==> config.mk <==
export PLATFORM = sky130hd
export DESIGN_NAME = d_ff_change_fifo
export DESIGN_NICKNAME = d
export VERILOG_FILES = /design/src/rtl/d_ff_change_fifo.sv
export SDC_FILE = /design/constraint.sdc
export NUM_CORES = 1
export LEC_CHECK = 0
export CORE_ASPECT_RATIO = 1.2
export CORE_UTILIZATION = 55
export CTS_BUF_LIST = sky130_fd_sc_hd__clkbuf_8
export DETAILED_ROUTE_END_ITERATION = 10
export DONT_BUFFER_PORTS = 1
export PLACE_DENSITY_LB_ADDON = 0.1
export SETUP_SLACK_MARGIN = 0.02
export SLEW_MARGIN = 15
export SYNTH_ARGS = -nofsm -noshare
export SYNTH_HDL_FRONTEND = slang
export SYNTH_SLANG_ARGS = --single-unit
==> constraint.sdc <==
create_clock -name clk -period 4.2 [get_ports clk]
set_clock_uncertainty 0.2 [all_clocks]
set_input_delay 0.42 -clock clk [delete_from_list [all_inputs] [get_ports clk]]
set_output_delay 0.42 -clock clk [all_outputs]
set_load 0.01 [all_outputs]
==> src/rtl/d_ff_change_fifo.sv <==
// Change-event capture for a registered WIDTH-bit value: detects changes against the
// previous cycle and queues {old, new} pairs in a FWFT FIFO with a saturating change count.
module d_ff_change_fifo #(
  parameter int WIDTH = 3,
  parameter int DEPTH = 4,
  parameter int CNT_W = 8
) (
  input  logic                       clk,
  input  logic                       rst_n,
  input  logic [WIDTH-1:0]           q_in,
  input  logic                       en,
  input  logic                       clr,
  output logic                       ev_valid,
  input  logic                       ev_ready,
  output logic [WIDTH-1:0]           ev_old,
  output logic [WIDTH-1:0]           ev_new,
  output logic [$clog2(DEPTH+1)-1:0] ev_level,
  output logic [CNT_W-1:0]           ev_count,
  output logic                       overflow
);

  localparam int AW = (DEPTH > 1) ? $clog2(DEPTH) : 1;
  localparam int LW = $clog2(DEPTH + 1);
  localparam logic [LW-1:0]    FULL_LVL = LW'(DEPTH);
  localparam logic [CNT_W-1:0] CNT_MAX  = {CNT_W{1'b1}};

  logic [WIDTH-1:0]   prev_q, prev_d;
  logic               primed_q, primed_d;
  logic [AW-1:0]      wr_ptr_q, wr_ptr_d;
  logic [AW-1:0]      rd_ptr_q, rd_ptr_d;
  logic [LW-1:0]      level_q, level_d;
  logic [CNT_W-1:0]   cnt_q, cnt_d;
  logic               ovf_q, ovf_d;
  logic [2*WIDTH-1:0] mem_q [DEPTH];

  logic chg_s, empty_s, full_s, pop_s, push_s;

  // Handshake decode; full/empty come from the level counter, not pointer equality
  always_comb begin
    chg_s   = primed_q & en & (q_in != prev_q);
    empty_s = (level_q == {LW{1'b0}});
    full_s  = (level_q == FULL_LVL);
    pop_s   = ~empty_s & ev_ready;
    push_s  = chg_s & (~full_s | pop_s);
  end

  // Next-state logic; clr overrides push, pop and counting
  always_comb begin
    prev_d   = q_in;
    primed_d = 1'b1;
    wr_ptr_d = wr_ptr_q;
    rd_ptr_d = rd_ptr_q;
    level_d  = level_q;
    cnt_d    = cnt_q;
    ovf_d    = ovf_q;
    if (clr) begin
      wr_ptr_d = {AW{1'b0}};
      rd_ptr_d = {AW{1'b0}};
      level_d  = {LW{1'b0}};
      cnt_d    = {CNT_W{1'b0}};
      ovf_d    = 1'b0;
    end else begin
      if (pop_s) rd_ptr_d = rd_ptr_q + 1'b1;
      else       rd_ptr_d = rd_ptr_q;
      if (push_s) wr_ptr_d = wr_ptr_q + 1'b1;
      else        wr_ptr_d = wr_ptr_q;
      case ({push_s, pop_s})
        2'b10:   level_d = level_q + 1'b1;
        2'b01:   level_d = level_q - 1'b1;
        default: level_d = level_q;
      endcase
      // Dropped events still count
      if (chg_s && (cnt_q != CNT_MAX)) cnt_d = cnt_q + 1'b1;
      else                             cnt_d = cnt_q;
      if (chg_s && full_s && !pop_s) ovf_d = 1'b1;
      else                           ovf_d = ovf_q;
    end
  end

  // Control state registers
  always_ff @(posedge clk or negedge rst_n) begin
    if (!rst_n) begin
      prev_q   <= {WIDTH{1'b0}};
      primed_q <= 1'b0;
      wr_ptr_q <= {AW{1'b0}};
      rd_ptr_q <= {AW{1'b0}};
      level_q  <= {LW{1'b0}};
      cnt_q    <= {CNT_W{1'b0}};
      ovf_q    <= 1'b0;
    end else begin
      prev_q   <= prev_d;
      primed_q <= primed_d;
      wr_ptr_q <= wr_ptr_d;
      rd_ptr_q <= rd_ptr_d;
      level_q  <= level_d;
      cnt_q    <= cnt_d;
      ovf_q    <= ovf_d;
    end
  end

  // Event storage; reset clears it so the head reads zero out of reset
  always_ff @(posedge clk or negedge rst_n) begin
    if (!rst_n) begin
      for (int i = 0; i < DEPTH; i++) mem_q[i] <= {(2*WIDTH){1'b0}};
    end else if (push_s && !clr) begin
      mem_q[wr_ptr_q] <= {prev_q, q_in};
    end
  end

  assign ev_valid = ~empty_s;
  assign ev_old   = mem_q[rd_ptr_q][2*WIDTH-1:WIDTH];
  assign ev_new   = mem_q[rd_ptr_q][WIDTH-1:0];
  assign ev_level = level_q;
  assign ev_count = cnt_q;
  assign overflow = ovf_q;

endmodule

==> out/qor.yml <==
status: "complete, no violations"
insertion_delay_ps: 290
n_fill_cell: 322
die_h_um: 71.0
finalCritPeriodShare_pct: 61.3
rrSetupSlack_ps: 1630
first_pass_iters: 4
hold_end: "ev_count[2]$_DFFE_PN0P_"
rows: 24
switchingPower_uw: 330
cp-start-kind: "flip-flop"
nNetsFinal: 189
cts_tree: "yes"
synth_cell_types: 42
fin_util_pct: 62.6
antenna_found_initial: 0
grt_max_degree: 45
synth_edf_count: 0
wire_per_inst_um: 17.8
p_per_area_mw_per_mm2: 460
cts.path.max_buffers: 2
drv_slew: 0
reg2regPathDepth: 7
cts_setup_buffers: 0
grt_pass1_wl_um: 6930
cts.sinks: 44
dr.first_iter.drc_count: 36
place_hpwl_um: 2820
irDropWorstVdd_mv: 0.193
clock-root-buffer: "clkbuf_8"
holdPathStages: 1
critical_path.max_fanout: 20
async_flop_share_pct: 100
io_buffers: 0
drive_gt1_share_pct: 22.9
path_class: "reg2reg"
multiInputGateArea_um2: 991
synth.cell_area_mm2: 0.00218
switching_share_pct: 30.8
cp.required_ps: 4210
ant_nets: 0
start_util_pct: 58.5
maxCapViolCount: 0
synth_cells: 172
hold_buffers: 6
final.setup.tns_ps: 0
track_usage_pct: 22.1
grt_overflow: 0
r2r-end: "ev_level[2]$_DFFE_PN0P_"
drc: 0
r2r_start: "prev_q[1]$_DFF_PN0_"
setup_violations: 0
drt-total-wl_um: 4040
worst_pin_slew_ps: 650
vias: 1389
seqCellArea_mm2: 0.00110
synth.net_count: 186
max_slew_margin_pct: 56.3
gp_congestion: 0.734
hold_viol_final: 0
placed_area_mm2: 0.00218
cts_inserted_buffers: 5
final_cell_area_mm2: 0.00233
grt_pass1_vias: 1438
ios: 27
postSynthAreaPerCell_um2: 12.7
min_period_ps: 2570
leakagePower_uw: 0.000991
area_growth_pct: 6.95
die_area_mm2: 0.00422
synth-main-ff-cell: "dfrtp_1"
p_seq_share_pct: 53.1
ys_warn_count: 0
hold_path_class: "in2reg"
power.internal_uw: 742
maxClockFrequency_ghz: 0.389
cts.clk_slew.worst_paths_ps: 80
cts_resized: 0
pwr-share-comb_pct: 24.3
h-tree-depth: 2
rsz0062_at_grt: "no"
yosysSeqAreaShare_pct: 50.5
antenna_cells: 0
die_w_um: 59.5
via_per_inst: 6.12
core_mm2: 0.00372
power_uw: 1070
worstSetupEndpointType: "flip-flop"
hp-start: "clr"
clkPwrFrac_pct: 22.6
synth_seq_cells: 44
cp.arrival_ps: 2580
cells in the final DEF (no fill, tap or decap), types with 2 or more instances in the layout:
cell,n
dfrtp_1,44
mux2_2,25
a21oi_1,9
inv_1,8
nand2_1,7
mux4_2,6
nor2_1,6
o21ai_0,6
ha_1,5
clkbuf_8,5
dlygate4sd3_1,5
xnor2_1,4
and4_1,4
nand3_1,4
o31ai_1,4
or4_1,3
mux2i_1,2
nor2b_1,2
o311ai_0,2
o41ai_1,2
or3_1,2
worst max-delay path by stage:
stage,start,end
2_1_floorplan,q_in[2],ev_level[2]$_DFFE_PN0P_
3_3_place_gp,prev_q[1]$_DFF_PN0_,ev_level[2]$_DFFE_PN0P_
3_5_place_dp,prev_q[1]$_DFF_PN0_,ev_level[2]$_DFFE_PN0P_
4_1_cts,prev_q[1]$_DFF_PN0_,ev_level[2]$_DFFE_PN0P_
5_1_grt,prev_q[1]$_DFF_PN0_,ev_level[2]$_DFFE_PN0P_
6_report,prev_q[1]$_DFF_PN0_,ev_level[2]$_DFFE_PN0P_
flip-flops by register name, indices dropped and copies added, names as in the netlist:
signal	count
wr_ptr_q	2
mem_q	24
prev_q	3
ev_count	8
primed_q	1
overflow	1
rd_ptr_q	2
ev_level	3
power by group through the flow:
stage          clock network (µW)  logic [µW]  registers [µW]
2_1_floorplan                   0         236             543
3_3_place_gp                    0         238             574
3_5_place_dp                    0         247             580
4_1_cts                       249         263             571
5_1_grt                       267         287             581
6_report                      242         261             569
metrics by stage:
stage	setup WS [ps]	hold WS, ps	std cells
after floorplan	1870	-75.6	172
after global placement	1760	-74.6	214
after detailed placement	1650	-74.4	214
after CTS	1610	10.0	227
after global routing	1470	11.6	227
final	1630	18.4	227
layer usage:
layer | vias to the layer above | wire, µm | global-route usage (%)
li1 | 635 | - | -
met1 | 703 | 1690 | 27.3
met2 | 44 | 2110 | 37.5
met3 | 7 | 180 | 5.48
met4 | 0 | 59 | 7.14
met5 | - | 0 | 0
area by class of cell:
cell class / instances / share of cell area, %
Multi-Input combinational cell: 111 / 42.5
Timing Repair Buffer: 6 / 3.01
Clock buffer: 5 / 2.95
Tap cell: 52 / 2.79
Inverter: 7 / 1.13
Clock inverter: 2 / 0.376
Sequential cell: 44 / 47.2
Yosys cell counts, types with 2 or more instances:
cell type / count / area, µm²
or4_1: 3 / 22.5
mux2i_1: 2 / 20.0
nor2_1: 6 / 22.5
o41ai_1: 2 / 17.5
o311ai_0: 2 / 17.5
nand3_1: 4 / 20.0
nor2b_1: 2 / 12.5
mux2_2: 25 / 282
o21ai_0: 6 / 30.0
nand2_1: 7 / 26.3
mux4_2: 6 / 135
and4_1: 4 / 35.0
or3_1: 2 / 12.5
inv_1: 7 / 26.3
buf_4: 4 / 30.0
clkbuf_1: 3 / 11.3
dfrtp_1: 44 / 1100
xnor2_1: 4 / 35.0
o31ai_1: 4 / 30.0
ha_1: 5 / 62.6
a21oi_1: 9 / 45.0
logic make-up after synthesis:
| group | synth area share (%) |
|---|---|
| buf+inv | 4.02 |
| flops | 50.5 |
| simple gates | 9.87 |
| xor+xnor | 2.01 |
| compound gates | 9.59 |
| mux | 20.0 |
| fa+ha+maj | 3.79 |
| other cells | 0.172 |
worst max-delay path, stage by stage (launching register included):
cell and delay, ps:
dfrtp_1 430, xnor2_1 340, a31o_1 580, and2_1 230, fa_1 220, nor2b_1 70
a221o_1 290, a31oi_1 130
Note: power is estimated with default switching activity, not from simulation.
